===== src/rtl/sram_arb_pkg.sv =====
// Shared types for the SRAM-like port arbiter: command struct, owner tag, widths.
package sram_arb_pkg;

    localparam int SRAM_CMD_W = 72;

    typedef struct packed {
        logic        wr;
        logic [1:0]  size;
        logic [31:0] addr;
        logic [3:0]  wstrb;
        logic [31:0] wdata;
        logic        uncached;
    } sram_cmd_t;

    typedef enum logic {OWN_I = 1'b0, OWN_D = 1'b1} owner_e;

endpackage


===== src/rtl/sram_port_arbiter_if.sv =====
// Bundle of the I-side, D-side and downstream SRAM-like signals around the arbiter.
interface sram_port_arbiter_if;
    import sram_arb_pkg::*;

    // Handshake: a request is accepted in the cycle req & addr_ok (addr_ok is the ready);
    // cmd must stay stable while req is high and not yet accepted. data_ok is a one-cycle
    // response strobe, returned in acceptance order, with rdata valid in the same cycle.
    logic        i_req;
    sram_cmd_t   i_cmd;
    logic        i_addr_ok;
    logic        i_data_ok;
    logic [31:0] i_rdata;

    logic        d_req;
    sram_cmd_t   d_cmd;
    logic        d_addr_ok;
    logic        d_data_ok;
    logic [31:0] d_rdata;

    logic        m_req;
    sram_cmd_t   m_cmd;
    logic        m_addr_ok;
    logic        m_data_ok;
    logic [31:0] m_rdata;

    modport slave (
        input  i_req, i_cmd, d_req, d_cmd, m_addr_ok, m_data_ok, m_rdata,
        output i_addr_ok, i_data_ok, i_rdata, d_addr_ok, d_data_ok, d_rdata, m_req, m_cmd
    );

    modport master (
        output i_req, i_cmd, d_req, d_cmd, m_addr_ok, m_data_ok, m_rdata,
        input  i_addr_ok, i_data_ok, i_rdata, d_addr_ok, d_data_ok, d_rdata, m_req, m_cmd
    );

endinterface


===== src/rtl/sram_port_arbiter_owner_fifo.sv =====
// In-order owner tag FIFO: one bit per outstanding transaction (I or D), head drives routing.
module owner_fifo
    import sram_arb_pkg::*;
#(
    parameter int DEPTH = 4
) (
    input  logic                     clk,
    input  logic                     reset,
    input  logic                     push,
    input  owner_e                   push_owner,
    input  logic                     pop,
    output logic                     full,
    output logic                     empty,
    output owner_e                   head,
    output logic [$clog2(DEPTH):0]   count
);
    localparam int PW = $clog2(DEPTH);
    localparam int CW = PW + 1;

    owner_e          mem_q [DEPTH];
    owner_e          mem_d [DEPTH];
    logic [PW-1:0]   rd_ptr_q, rd_ptr_d;
    logic [PW-1:0]   wr_ptr_q, wr_ptr_d;
    logic [CW-1:0]   count_q, count_d;
    logic            do_push, do_pop;

    // full/empty come from the registered count, so a pop never frees a slot in its own cycle
    always_comb begin
        full     = (count_q == CW'(DEPTH));
        empty    = (count_q == '0);
        do_push  = push & ~full;
        do_pop   = pop & ~empty;
        mem_d    = mem_q;
        rd_ptr_d = rd_ptr_q;
        wr_ptr_d = wr_ptr_q;
        count_d  = count_q;
        if (do_push) begin
            mem_d[wr_ptr_q] = push_owner;
            wr_ptr_d        = wr_ptr_q + 1'b1;
        end
        if (do_pop) begin
            rd_ptr_d = rd_ptr_q + 1'b1;
        end
        if (do_push && !do_pop) begin
            count_d = count_q + 1'b1;
        end else if (do_pop && !do_push) begin
            count_d = count_q - 1'b1;
        end
    end

    assign head  = mem_q[rd_ptr_q];
    assign count = count_q;

    always_ff @(posedge clk) begin
        if (reset) begin
            mem_q    <= '{default: OWN_I};
            rd_ptr_q <= '0;
            wr_ptr_q <= '0;
            count_q  <= '0;
        end else begin
            mem_q    <= mem_d;
            rd_ptr_q <= rd_ptr_d;
            wr_ptr_q <= wr_ptr_d;
            count_q  <= count_d;
        end
    end

endmodule


===== src/rtl/sram_port_arbiter.sv =====
// Shares one SRAM-like downstream port between I and D requesters, steering responses in order.
// ARB_STARVE_GUARD_EN: forces an I grant after STARVE_LIMIT consecutive D accepts with I waiting.
module sram_port_arbiter
    import sram_arb_pkg::*;
#(
    parameter int MAX_OUTSTANDING = 4
`ifdef ARB_STARVE_GUARD_EN
    , parameter int STARVE_LIMIT = 4
`endif
) (
    input  logic               clk,
    input  logic               reset,
    sram_port_arbiter_if.slave bus
);
    localparam int CW = $clog2(MAX_OUTSTANDING) + 1;

    logic          lock_valid_q, lock_valid_d;
    owner_e        lock_owner_q, lock_owner_d;
    owner_e        grant, head;
    logic          m_req, accept, pop, full, empty, starve_force;
    logic [CW-1:0] count;
    logic [CW-1:0] orphan_q, orphan_d;

    always_ff @(posedge clk) begin
        if (reset) begin
            lock_valid_q <= 1'b0;
            lock_owner_q <= OWN_I;
        end else begin
            lock_valid_q <= lock_valid_d;
            lock_owner_q <= lock_owner_d;
        end
    end

    // A pending, unaccepted request pins the grant so m_cmd cannot change under it
    always_comb begin
        lock_valid_d = lock_valid_q;
        lock_owner_d = lock_owner_q;
        if (m_req && bus.m_addr_ok) begin
            lock_valid_d = 1'b0;
        end else if (m_req) begin
            lock_valid_d = 1'b1;
            lock_owner_d = grant;
        end
    end

    always_comb begin
        grant = OWN_D;
        if (lock_valid_q)      grant = lock_owner_q;
        else if (starve_force) grant = OWN_I;
        else if (bus.d_req)    grant = OWN_D;
        else if (bus.i_req)    grant = OWN_I;
        m_req         = (bus.i_req | bus.d_req) & ~full;
        accept        = m_req & bus.m_addr_ok;
        pop           = bus.m_data_ok & ~empty;
        bus.m_req     = m_req;
        bus.m_cmd     = (m_req && grant == OWN_I) ? bus.i_cmd : bus.d_cmd;
        bus.i_addr_ok = accept & (grant == OWN_I);
        bus.d_addr_ok = accept & (grant == OWN_D);
        bus.i_data_ok = pop & (head == OWN_I);
        bus.d_data_ok = pop & (head == OWN_D);
        bus.i_rdata   = bus.m_rdata;
        bus.d_rdata   = bus.m_rdata;
    end

`ifdef ARB_STARVE_GUARD_EN
    localparam int SW = $clog2(STARVE_LIMIT + 1);
    logic [SW-1:0] starve_cnt_q, starve_cnt_d;

    assign starve_force = (starve_cnt_q == SW'(STARVE_LIMIT)) & bus.i_req;

    always_comb begin
        starve_cnt_d = starve_cnt_q;
        if (accept) begin
            if (grant == OWN_I || !bus.i_req) begin
                starve_cnt_d = '0;
            end else if (starve_cnt_q != SW'(STARVE_LIMIT)) begin
                starve_cnt_d = starve_cnt_q + 1'b1;
            end
        end
    end

    always_ff @(posedge clk) begin
        if (reset) starve_cnt_q <= '0;
        else       starve_cnt_q <= starve_cnt_d;
    end
`else
    assign starve_force = 1'b0;
`endif

    owner_fifo #(.DEPTH(MAX_OUTSTANDING)) u_owner_fifo (
        .clk        (clk),
        .reset      (reset),
        .push       (accept),
        .push_owner (grant),
        .pop        (pop),
        .full       (full),
        .empty      (empty),
        .head       (head),
        .count      (count)
    );

    // Responses still in flight when reset hit are legitimately dropped; only unexplained ones are flagged
    always_comb begin
        orphan_d = orphan_q;
        if (reset) begin
            orphan_d = count;
        end else if (bus.m_data_ok && empty && orphan_q != '0) begin
            orphan_d = orphan_q - 1'b1;
        end
    end

    always_ff @(posedge clk) begin
        orphan_q <= orphan_d;
        if (!reset) begin
            assert (!(bus.m_data_ok && empty) || orphan_q != '0);
        end
    end

endmodule

===== src/flat_wrapper.sv =====
// flat-port wrapper written by rule: the top's interface ports become plain ports
module sram_port_arbiter_flat import sram_arb_pkg::*;
#(
    parameter int MAX_OUTSTANDING = 4

)
  (clk, reset, bus_i_req, bus_i_cmd, bus_d_req, bus_d_cmd, bus_m_addr_ok, bus_m_data_ok, bus_m_rdata, bus_i_addr_ok, bus_i_data_ok, bus_i_rdata, bus_d_addr_ok, bus_d_data_ok, bus_d_rdata, bus_m_req, bus_m_cmd);
  sram_port_arbiter_if bus_i ();
  input  logic clk;
  input  logic reset;
  input wire logic [$bits(bus_i.i_req)-1:0] bus_i_req;
  input wire logic [$bits(bus_i.i_cmd)-1:0] bus_i_cmd;
  input wire logic [$bits(bus_i.d_req)-1:0] bus_d_req;
  input wire logic [$bits(bus_i.d_cmd)-1:0] bus_d_cmd;
  input wire logic [$bits(bus_i.m_addr_ok)-1:0] bus_m_addr_ok;
  input wire logic [$bits(bus_i.m_data_ok)-1:0] bus_m_data_ok;
  input wire logic [$bits(bus_i.m_rdata)-1:0] bus_m_rdata;
  output wire logic [$bits(bus_i.i_addr_ok)-1:0] bus_i_addr_ok;
  output wire logic [$bits(bus_i.i_data_ok)-1:0] bus_i_data_ok;
  output wire logic [$bits(bus_i.i_rdata)-1:0] bus_i_rdata;
  output wire logic [$bits(bus_i.d_addr_ok)-1:0] bus_d_addr_ok;
  output wire logic [$bits(bus_i.d_data_ok)-1:0] bus_d_data_ok;
  output wire logic [$bits(bus_i.d_rdata)-1:0] bus_d_rdata;
  output wire logic [$bits(bus_i.m_req)-1:0] bus_m_req;
  output wire logic [$bits(bus_i.m_cmd)-1:0] bus_m_cmd;
  assign bus_i.i_req = bus_i_req;
  assign bus_i.i_cmd = bus_i_cmd;
  assign bus_i.d_req = bus_d_req;
  assign bus_i.d_cmd = bus_d_cmd;
  assign bus_i.m_addr_ok = bus_m_addr_ok;
  assign bus_i.m_data_ok = bus_m_data_ok;
  assign bus_i.m_rdata = bus_m_rdata;
  assign bus_i_addr_ok = bus_i.i_addr_ok;
  assign bus_i_data_ok = bus_i.i_data_ok;
  assign bus_i_rdata = bus_i.i_rdata;
  assign bus_d_addr_ok = bus_i.d_addr_ok;
  assign bus_d_data_ok = bus_i.d_data_ok;
  assign bus_d_rdata = bus_i.d_rdata;
  assign bus_m_req = bus_i.m_req;
  assign bus_m_cmd = bus_i.m_cmd;
  sram_port_arbiter #(.MAX_OUTSTANDING(MAX_OUTSTANDING)) u_core (.clk(clk), .reset(reset), .bus(bus_i));
endmodule

===== config.mk =====
export PLATFORM = sky130hd
export DESIGN_NAME = sram_port_arbiter_flat
export DESIGN_NICKNAME = d
export VERILOG_FILES = /design/src/rtl/sram_arb_pkg.sv /design/src/rtl/sram_port_arbiter_if.sv /design/src/rtl/sram_port_arbiter_owner_fifo.sv /design/src/rtl/sram_port_arbiter.sv /design/src/flat_wrapper.sv
export SDC_FILE = /design/constraint.sdc
export NUM_CORES = 1
export LEC_CHECK = 0
export BUFFER_PORTS_ARGS = -buffer_cell sky130_fd_sc_hd__buf_2
export CAP_MARGIN = 20
export CORE_AREA = 2 2 124 126
export CTS_CLUSTER_SIZE = 16
export DETAILED_ROUTE_END_ITERATION = 10
export DIE_AREA = 0 0 126 128
export GPL_TIMING_DRIVEN = 1
export SYNTH_ARGS = -nofsm -noshare
export SYNTH_HDL_FRONTEND = slang
export SYNTH_SLANG_ARGS = --single-unit

===== constraint.sdc =====
create_clock -name clk -period 3.31 [get_ports clk]
set_clock_uncertainty 0.15 [all_clocks]
set_input_delay 0.993 -clock clk [delete_from_list [all_inputs] [get_ports clk]]
set_output_delay 0.993 -clock clk [all_outputs]
set_load 0.1 [all_outputs]

# Word-level counts from Yosys, hierarchy flattened
# Cells that the tools add are included.
# totals
elab_cells,57
regBits,13
inputBits,182
out_inout_bits,141
# op_classes
bitwise_logic,17
n_eq_ne,1
n_addsub,4
order_cmp,3
n_reduce_logical,11
mux,12
# ops
cell,n
$mux W72,1
$and A1 B1 Y1,9
$ge A3 B3 Y1 const B,2
$mux W1,6
$mux W3,2
$not A2 Y3,2
$logic_and A1 B1 Y1,5
$not A1 Y1,5
$add A2 B1 Y2 const B,2
$bwmux W4,1
$add A3 B1 Y3 const B,1
$eq A3 B3 Y1 const B,1
$logic_not A3 Y1,1
$lt A3 B1 Y1 const B,1
$sub A3 B1 Y3 const B,1
$bmux W1 S2,1
$demux W1 S2,1
$logic_not A1 Y1,2
$reduce_and A2 Y1,1
$reduce_bool A2 Y1,1
$reduce_or A2 Y1,1
$or A1 B1 Y1,1

# Longest topological paths before layout
# Gate-level depths: netlist of the first run.
# logic_depth
word_depth,9
mapped_depth,9
mapped_depth_nobuf,9

# By module
# From an unflattened synthesis of the first run, not the netlist that was laid out.
# hier_totals
cells_unflattened,222
hier_area_um2,2364.8
# by_module_without_submodules
mod,area_per_inst_um2,n_inst,cells_each,seq_area_each_um2
sram_port_arbiter,1762.9,1,163,40.0
owner_fifo,601.8,1,59,220.2

# Worst setup path after synthesis of the first run
# OpenSTA, ideal clock, no wires.
# synth_path
path_kind,input -> output
startpoint,input port bus_i_req
endpoint,output port bus_d_addr_ok
required_time_ps,2167
t_arrival_ps,3324
cell_stages,3
n_path_buf,0
slack_ps,-1157
path_cell_list,or2_2 nand3_1 nor3_1
# synth_via
elab_chain_cells,4
word_cells_on_any_way,7
cone_classes,3 x mux; 4 x bitwise
# synth_rtl
element,line,text
from (decl),flat_wrapper.sv:11,input wire logic [$bits(bus_i.i_req)-1:0] bus_i_req;
$or A1 B1 Y1 / $mux W1 (equally long branches),"sram_port_arbiter.sv:52, sram_port_arbiter.sv:51",
$and A1 B1 Y1 / $mux W1 (equally long branches),"sram_port_arbiter.sv:52, sram_port_arbiter.sv:50",
$and A1 B1 Y1 / $mux W1 (equally long branches),"sram_port_arbiter.sv:53, sram_port_arbiter.sv:48",
$and A1 B1 Y1 (*),sram_port_arbiter.sv:58,bus.d_addr_ok = accept & (grant == OWN_D);
to (decl),flat_wrapper.sv:21,output wire logic [$bits(bus_i.d_addr_ok)-1:0] bus_d_addr_ok;
# Mark *: on every way between the ends. The rest lies on a longest branch, timed or not.

# Final worst setup path of the first run
# layout_path
startpoint,input port bus_d_req
endpoint,output port bus_m_cmd[21]
# layout_via
elab_chain_cells,5
word_cells_on_any_way,7
cone_classes,3 x mux; 3 x bitwise; 1 x reduce/logical
# layout_rtl
element,line,text
from (decl),flat_wrapper.sv:13,input wire logic [$bits(bus_i.d_req)-1:0] bus_d_req;
$mux W1,sram_port_arbiter.sv:50,else if (bus.d_req) grant = OWN_D;
$mux W1,sram_port_arbiter.sv:48,if (lock_valid_q) grant = lock_owner_q;
$not A1 Y1,sram_port_arbiter.sv:56,bus.m_cmd = (m_req && grant == OWN_I) ? bus.i_cmd : bus.d_cmd;
$logic_and A1 B1 Y1 (*),sram_port_arbiter.sv:56,
$mux W72 (*),sram_port_arbiter.sv:56,
to (decl),flat_wrapper.sv:25,output wire logic [$bits(bus_i.m_cmd)-1:0] bus_m_cmd;
# Marked as above.

==> impl_metrics.ini, run 1 <==
[run_status]
status = complete, but fails checks
violations = setup timing

[synth]
synth_warnings = 0
syn_nets = 412
synthCells = 224
synth_seq_cells = 13
synth-seq-area-share = 0.1220
synth_area_sq_um = 2133
ys_types = 30
syn_area_per_cell_sq_um = 9.524

[critical_path]
r2r_setup_slack_ns = 0.49
r2r-start = u_core.u_owner_fifo.count[0]$_SDFFE_PP0P_
end_kind = output port
regToRegEndpoint = u_core.u_owner_fifo.count[2]$_SDFFE_PP0P_
cp-start-kind = primary input
arrival_ns = 2.38
cp-endpoint = bus_m_cmd[21]
r2r_cells = 8
cp_max_fo = 7
criticalPathCategory = primary input to output port
required_ns = 2.17
startpoint = bus_d_req

[clock_network]
clock_path_buffers = 2
root_buffer = clkbuf_16
clk_pin_slew_worst_paths_ns = 0.04
cts_made_buffers = 3
htreeDepth = 1
cts_tree = yes
worstSkewPairLatency_ns = 0.24
clock_sinks = 13

[sta]
period_needed_ns = 3.526
fin_crit_sh = 1.065
relSlewSlack = 0.4702
final_hold_viol_count = 0
rsz0062_at_grt = yes
finalSetupViolations = 72
tns_ns = -8.976
setup_ws_ns = -0.2156
worstMarginPinSlew_ns = 0.7880
slew_violations = 0
max_freq_mhz = 283.6

[layout]
flow.area_growth_from_synthesis_pct = 119.8
fin_nets = 597
diodes = 0
finish.utilization = 0.3154
layout_commonest_cell = buf_2
drive_gt1_frac = 0.8333
final_cell_mix = buf_2 (150), buf_12 (73), mux2_4 (62)

[pwr]
seq_power_share = 0.061
power_density_nw_per_um2 = 762.1
comb_power_share = 0.874
max-vdd-ir-drop_mv = 0.3327
p_int_mw = 1.590
sw_frac_of_total = 0.5551
leakagePower_nw = 2.412
clockPowerShare = 0.064
p_sw_mw = 1.983
p_total_mw = 3.573

[flow_run]
drv_cap = 0

[placed_design]
dp_hpwl_mm = 8.378
place_congestion = 0.8915
portBuffers = 226
dp_slack_ns = -0.3812

[detailed_routing]
vias = 2327
drc = 0
detail-route-antenna-nets = 0
dr_wl_met2_mm = 5.492
wl_per_cell_um = 18.66
met1_length_mm = 4.657
wl_met3_um = 958
viasPerCell = 3.904
drtIter0Drc = 43
first_pass_iters = 4
topRoutingLayerUsed = met4
drt-total-wl_mm = 11.12

[floorplan]
rows = 45
start_util = 0.1435
die_x_um = 126
dieHeight_um = 128
core_area_sq_um = 14860
io-pin-count = 323
die_area_sq_um = 16130

[grt]
grt_pass1_wl_mm = 14.49
grt_use_total = 0.1173
grt_max_degree = 17
grt_overflow = 0
grt_pass1_vias = 2413
antenna_found_initial = 0

[worst_hold_path]
worstHoldPathType = flip-flop to flip-flop
flip-flops by register name, summed over array words and instances, names as in the netlist:
register and count:
u_core.u_owner_fifo.rd_ptr_q 2, u_core.lock_valid_q 1, u_core.lock_owner_q 1, u_core.u_owner_fifo.mem_q 4, u_core.u_owner_fifo.wr_ptr_q 2, u_core.u_owner_fifo.count 3
critical path: stages:
cell	delay, ns
buf_8	0.10
nor3b_4	0.24
o211ai_4	0.12
buf_12	0.16
buf_12	0.14
buf_12	0.13
mux2_4	0.32
buf_12	0.17
per-stage QoR:
stage               std cells  hold WS (ns)  instance area, sq um
finish                    596        0.3252                  4688
global route              596        0.3524                  4688
floorplan                 224        0.2938                  2167
detailed placement        583        0.3227                  3374
global placement          583        0.3132                  3374
CTS                       596        0.3300                  4219
layout make-up:
| type | count | area [sq um] |
|---|---|---|
| inverter | 4 | 15.01 |
| sequential | 13 | 260.3 |
| multi-input combinational | 135 | 1559 |
| fill | 1506 | 10180 |
| tap | 188 | 235.2 |
| timing repair buffer | 252 | 2540 |
| clock buffer | 4 | 78.83 |
kinds of logic (layout without fill, tap and decap cells):
logic type | after synthesis | in the layout | share of synthesized area
adders and majority gates | 6 | 6 | 0.03871
and+or+nand+nor | 38 | 38 | 0.09678
buffers and inverters | 76 | 260 | 0.2727
muxes | 81 | 81 | 0.4287
AOI/OAI and AO/OA | 6 | 6 | 0.02463
DFF | 13 | 13 | 0.1220
xor gates and xnor gates | 4 | 4 | 0.01642
power groups by stage:
stage / Combinational, mW / Sequential (mW) / Clock, mW
after CTS: 2.86 / 0.220 / 0.233
final: 3.12 / 0.220 / 0.229
after global placement: 2.39 / 0.220 / 0
after detailed placement: 2.39 / 0.221 / 0
after global routing: 3.21 / 0.224 / 0.244
after floorplan: 2.21 / 0.224 / 0
worst min-delay path by stage:
stage                                         startpoint                                   endpoint  slack (ns)  cells after the start
2_1_floorplan           u_core.lock_owner_q$_SDFFE_PP0P_           u_core.lock_owner_q$_SDFFE_PP0P_        0.29                      2
3_3_place_gp   u_core.u_owner_fifo.mem_q[1]$_SDFFE_PP0P_  u_core.u_owner_fifo.mem_q[1]$_SDFFE_PP0P_        0.31                      2
3_5_place_dp            u_core.lock_owner_q$_SDFFE_PP0P_           u_core.lock_owner_q$_SDFFE_PP0P_        0.32                      2
4_1_cts        u_core.u_owner_fifo.mem_q[2]$_SDFFE_PP0P_  u_core.u_owner_fifo.mem_q[2]$_SDFFE_PP0P_        0.33                      2
5_1_grt        u_core.u_owner_fifo.mem_q[2]$_SDFFE_PP0P_  u_core.u_owner_fifo.mem_q[2]$_SDFFE_PP0P_        0.35                      2
6_report       u_core.u_owner_fifo.mem_q[2]$_SDFFE_PP0P_  u_core.u_owner_fifo.mem_q[2]$_SDFFE_PP0P_        0.33                      2
routing by layer:
| layer | global-route usage | vias up |
|---|---|---|
| li1 | - | 1077 |
| met1 | 0.1504 | 1081 |
| met2 | 0.2027 | 167 |
| met3 | 0.03631 | 2 |
| met4 | 0.007757 | 0 |
| met5 | 0 | - |
synth_stat cells:
cell type,n,area share
nand2_1,4,0.0070
ha_1,5,0.029
nor2_1,11,0.019
o211ai_4,1,0.010
o31ai_1,1,0.0035
o311ai_0,1,0.0041
nor3b_2,1,0.0059
mux2i_1,7,0.033
or2_2,1,0.0029
nand2b_1,7,0.021
mux2_2,73,0.39
or3b_4,1,0.0053
clkbuf_1,1,0.0018
nor2b_1,1,0.0029
inv_1,4,0.0070
nor3b_1,1,0.0035
buf_4,64,0.23
nand3_1,1,0.0023
mux4_2,1,0.011
xor2_1,4,0.016
fa_1,1,0.0094
nor3_1,7,0.016
o21ai_0,1,0.0023
buf_8,1,0.0070
dfxtp_1,13,0.12
and2b_2,1,0.0041
a21oi_1,2,0.0047
or3_1,1,0.0029
or3_2,1,0.0035
buf_6,6,0.032
timing repair:
action,CTS,global route
endpoints found under the setup margin,72,72
setup buffers,6,1
gates cloned,3,2
pin swaps,1,2
hold buffers,0,0
gates resized for setup,180,119
Power figures use the tool's default switching activity.
==> inputs of run 2 (changes only) <==
--- a/config.mk
+++ b/config.mk
@@ -5,7 +5,7 @@
 export SDC_FILE = /design/constraint.sdc
 export NUM_CORES = 1
 export LEC_CHECK = 0
-export BUFFER_PORTS_ARGS = -buffer_cell sky130_fd_sc_hd__buf_2
+export BUFFER_PORTS_ARGS = -buffer_cell sky130_fd_sc_hd__clkbuf_2
 export CAP_MARGIN = 20
 export CORE_AREA = 2 2 124 126
 export CTS_CLUSTER_SIZE = 16
==> impl_metrics.ini, run 2 (same netlist as run 1, synthesis figures left out) <==
[run_status]
status = complete, but fails checks
violations = setup timing

[flow_run]
drv_cap = 0

[detailed_routing]
viasPerCell = 3.895
vias = 2290
drt-total-wl_mm = 10.59
first_pass_iters = 4
drc = 0
detail-route-antenna-nets = 0
drtIter0Drc = 66
wl_per_cell_um = 18.01

[layout]
diodes = 0
drive_gt1_frac = 0.8300
flow.area_growth_from_synthesis_pct = 118.5
fin_nets = 589
layout_commonest_cell = clkbuf_2
largest_reg_flops = 4
regMostFlops = u_core.u_owner_fifo.mem_q
final_cell_mix = clkbuf_2 (148), buf_12 (78), mux2_4 (51)
finalNonFillerCells = 588

[worst_hold_path]
worstHoldPathType = flip-flop to flip-flop

[grt]
grt_max_degree = 20
grt_overflow = 0
antenna_found_initial = 0
grt_use_total = 0.1182
grt_pass1_wl_mm = 14.59
grt_pass1_vias = 2380

[critical_path]
max_stage_delay_ns = 0.38
r2r-start = u_core.u_owner_fifo.count[0]$_SDFFE_PP0P_
cp_max_fo = 19
startpoint = bus_i_req
cp-endpoint = bus_m_cmd[21]
end_kind = output port
crit_path_frequent_cell = buf_12
cp-start-kind = primary input
arrival_ns = 2.40
r2r_cells = 7
criticalPathCategory = primary input to output port
required_ns = 2.17
r2r_setup_slack_ns = 0.59
path_cells = buf_6, nor3b_4, o211ai_4, buf_12, buf_16, mux2_2, buf_12
regToRegEndpoint = u_core.u_owner_fifo.count[2]$_SDFFE_PP0P_
slowest_stage = mux2_2

[pwr]
power_density_nw_per_um2 = 762.6
p_total_mw = 3.554
leakagePower_nw = 2.374
max-vdd-ir-drop_mv = 0.5273

[placed_design]
dp.cells = 576
portBuffers = 226
dp_hpwl_mm = 8.347
place_congestion = 0.8534

[sta]
finalSetupViolations = 72
period_needed_ns = 3.543
relSlewSlack = 0.5201
slew_violations = 0
max_freq_mhz = 282.3
setup_ws_ns = -0.2326
rsz0062_at_grt = yes
fin_crit_sh = 1.070
worstMarginPinSlew_ns = 0.7137
final_hold_viol_count = 0

[clock_network]
root_buffer = clkbuf_16
cts_made_buffers = 3
htreeDepth = 1
clock_sinks = 13
cts_tree = yes
clk_pin_slew_worst_paths_ns = 0.04
worstSkewPairLatency_ns = 0.25
clock_path_buffers = 2
cts_hold_buf = 0

[floorplan]
die_area_sq_um = 16130
dieHeight_um = 128
start_util = 0.1435
rows = 45
io-pin-count = 323
core_area_sq_um = 14860
die_x_um = 126
[run 2: changes by cell type in the layout (fill, tap and decap cells not counted)]
cell,before,now
clkbuf_16,5,4
mux2_4,62,51
buf_2,150,0
buf_6,12,3
buf_8,4,1
buf_12,73,78
mux2_2,11,22
clkbuf_2,0,148
buf_4,11,9
buf_16,0,4
[run 2: power by group]
part | switching, mW | internal, mW
Sequential | 0.0406 | 0.192
Clock | 0.0687 | 0.163
Combinational | 1.87 | 1.22
[run 2: repair_timing]
| action | in CTS | in global routing |
|---|---|---|
| setup endpoints to repair | 72 | 72 |
| pin swaps | 1 | 0 |
| setup buffers | 3 | 1 |
| resized for setup | 46 | 17 |
| cloned | 2 | 2 |
[run 2: worst min path at each step]
stage,from,end,slack (ns),depth (start not counted)
after detailed placement,u_core.u_owner_fifo.mem_q[1]$_SDFFE_PP0P_,u_core.u_owner_fifo.mem_q[1]$_SDFFE_PP0P_,0.32,2
final,u_core.u_owner_fifo.mem_q[1]$_SDFFE_PP0P_,u_core.u_owner_fifo.mem_q[1]$_SDFFE_PP0P_,0.32,2
after global placement,u_core.lock_owner_q$_SDFFE_PP0P_,u_core.lock_owner_q$_SDFFE_PP0P_,0.31,2
after floorplan,u_core.lock_owner_q$_SDFFE_PP0P_,u_core.lock_owner_q$_SDFFE_PP0P_,0.29,2
after global routing,u_core.u_owner_fifo.mem_q[0]$_SDFFE_PP0P_,u_core.u_owner_fifo.mem_q[0]$_SDFFE_PP0P_,0.36,2
after CTS,u_core.u_owner_fifo.mem_q[1]$_SDFFE_PP0P_,u_core.u_owner_fifo.mem_q[1]$_SDFFE_PP0P_,0.32,2
[run 2: final cells by class]
class / count / area (sq um)
fillers: 1521 / 10200
repair buffers: 244 / 2554
multi-input cells: 135 / 1518
flip-flops and latches: 13 / 260.3
well taps: 188 / 235.2
clock buffers: 4 / 78.83
inverters: 4 / 15.01
[run 2: worst max-delay path: cells and delay by family]
kind | cells | cell delay [ns]
mux | 1 | 0.38
compound gates | 1 | 0.20
buf+inv | 4 | 0.64
simple gates | 1 | 0.15
[run 2: layer usage]
| metal | share of wire | track usage | wire (um) |
|---|---|---|---|
| met5 | 0 | 0 | 0 |
| met4 | 0.0040 | 0.01164 | 42 |
| met3 | 0.093 | 0.04007 | 980 |
| met2 | 0.46 | 0.1907 | 4866 |
| met1 | 0.44 | 0.1588 | 4700 |
[run 2: through the flow]
step,hold slack [ns],setup TNS (ns),util,setup slack [ns],cell area [sq um]
after detailed placement,0.3176,-17.10,0.2831,-0.3237,4208
after global placement,0.3094,-16.66,0.2831,-0.3118,4208
after CTS,0.3240,-13.64,0.3061,-0.2256,4549
final,0.3216,-13.04,0.3136,-0.2326,4661
after floorplan,0.2938,-8.129,-,-0.1196,2167
after global routing,0.3621,-16.01,0.3136,-0.2704,4661
==> inputs of run 3 (changes only) <==
==> constraint.sdc (replaced) <==
create_clock -name clk -period 3.36 [get_ports clk]
set_clock_uncertainty 0.15 [all_clocks]
set_input_delay 1.008 -clock clk [delete_from_list [all_inputs] [get_ports clk]]
set_output_delay 1.008 -clock clk [all_outputs]
set_load 0.1 [all_outputs]
==> impl_metrics.ini, run 3 (same netlist as run 1, synthesis figures left out) <==
[run_status]
status = complete, but fails checks
violations = setup timing

[worst_hold_path]
min_from = u_core.u_owner_fifo.mem_q[2]$_SDFFE_PP0P_
worstHoldPathType = flip-flop to flip-flop

[floorplan]
start_util = 0.1435
io-pin-count = 323
die_area_sq_um = 16130
die_x_um = 126
dieHeight_um = 128
rows = 45
core_area_sq_um = 14860

[detailed_routing]
viasPerCell = 3.773
wl_per_cell_um = 17.45
first_pass_iters = 4
drt-total-wl_mm = 10.36
detail-route-antenna-nets = 0
drtIter0Drc = 46
drc = 0
vias = 2241

[critical_path]
end_kind = output port
r2r_setup_slack_ns = 0.65
r2r-start = u_core.u_owner_fifo.count[0]$_SDFFE_PP0P_
startpoint = bus_d_req
cp_max_fo = 6
criticalPathCategory = primary input to output port
crit_path_frequent_cell = buf_12
cp-start-kind = primary input
max_stage_delay_ns = 0.33
slowest_stage = mux2_4
arrival_ns = 2.41
required_ns = 2.20
path_cells = buf_8, or2_4, o211ai_4, buf_12, buf_12, buf_12, mux2_4, buf_12

[layout]
fin_nets = 595
regMostFlops = u_core.u_owner_fifo.mem_q
final_cell_mix = clkbuf_2 (148), buf_12 (80), mux2_4 (72)
diodes = 0
flow.area_growth_from_synthesis_pct = 124.1
largest_reg_flops = 4
fill_cells = 1488
finalNonFillerCells = 594
drive_gt1_frac = 0.8325
layout_commonest_cell = clkbuf_2

[clock_network]
cts_made_buffers = 3
cts_tree = yes
clock_path_buffers = 2
root_buffer = clkbuf_16
worstSkewPairLatency_ns = 0.24
htreeDepth = 1
clk_pin_slew_worst_paths_ns = 0.04
clock_sinks = 13

[grt]
grt_use_total = 0.1166
antenna_found_initial = 0
grt_max_degree = 32
grt_pass1_wl_mm = 14.15
grt_overflow = 0
grt_pass1_vias = 2226

[placed_design]
place_congestion = 0.7983
dp_slack_ns = -0.2466
dp_hpwl_mm = 8.748
dp.cells = 584
portBuffers = 226

[sta]
fin_crit_sh = 1.061
finalSetupViolations = 72
final_hold_viol_count = 0
relSlewSlack = 0.5288
max_freq_mhz = 280.6
worstMarginPinSlew_ns = 0.7008
slew_violations = 0
period_needed_ns = 3.563
rsz0062_at_grt = yes
fin_hold_ws_ns = 0.3223
setup_ws_ns = -0.2035

[flow_run]
drv_cap = 0

[pwr]
leakagePower_nw = 2.508
power_density_nw_per_um2 = 745.5
max-vdd-ir-drop_mv = 0.4448
==> run 3: changes by cell type in the layout (fill, tap and decap cells not counted), sizes merged <==
cell	delta
buf	+6
==> run 3: cell type report <==
type / instances / area (sq um) / share of cell area
multi-input combinational: 135 / 1585 / 0.3316
sequential: 13 / 260.3 / 0.05444
tap: 188 / 235.2 / 0.04920
clock buffer: 4 / 78.83 / 0.01649
inverter: 4 / 15.01 / 0.003141
timing repair buffer: 250 / 2606 / 0.5451
==> run 3: worst max-delay path: cells and delay by family <==
family | cells | cell delay (ns)
buf+inv | 5 | 0.71
mux | 1 | 0.33
compound gates | 1 | 0.08
simple gates | 1 | 0.26
==> run 3: final timing paths <==
kind / end / depth (start not counted)
worst max-delay path: bus_m_cmd[55] / 8
worst min-delay path: u_core.u_owner_fifo.mem_q[2]$_SDFFE_PP0P_ / 2
worst max register to register: u_core.u_owner_fifo.count[2]$_SDFFE_PP0P_ / 7
worst min register to register: u_core.u_owner_fifo.mem_q[2]$_SDFFE_PP0P_ / 2
==> run 3: through the flow <==
step | total power [mW] | instance area (sq um) | setup TNS, ns | util
final | 3.564 | 4781 | -10.60 | 0.3216
after global routing | 3.664 | 4781 | -13.02 | 0.3216
after CTS | 3.589 | 4768 | -14.05 | 0.3208
after detailed placement | 3.231 | 4524 | -14.02 | 0.3044
after global placement | 3.224 | 4524 | -13.82 | 0.3044
after floorplan | 2.538 | 2411 | -0.3215 | -
==> run 3: per-layer routing <==
layer  wire [um]  share of wire  up-vias  global-route usage
li1            -              -     1075                   -
met4           8        0.00077        0            0.009696
met5           0              0        -                   0
met3        1048           0.10        2             0.04591
met2        4708           0.45      153              0.1822
met1        4596           0.44     1011              0.1583
==> run 3: timing repair <==
item | in CTS | in global routing
cloned | 2 | 1
buffers inserted | 3 | 1
endpoints found under the setup margin | 72 | 72
hold buffers | 0 | 0
pin swaps | 1 | 2
endpoints found under the hold margin | 0 | 0
resized for setup | 16 | 3
==> run 3: power breakdown <==
part	switching [mW]	total, mW	internal (mW)
Clock	0.0613	0.221	0.160
Sequential	0.0408	0.231	0.190
Combinational	1.85	3.11	1.26
Total	1.95	3.56	1.61
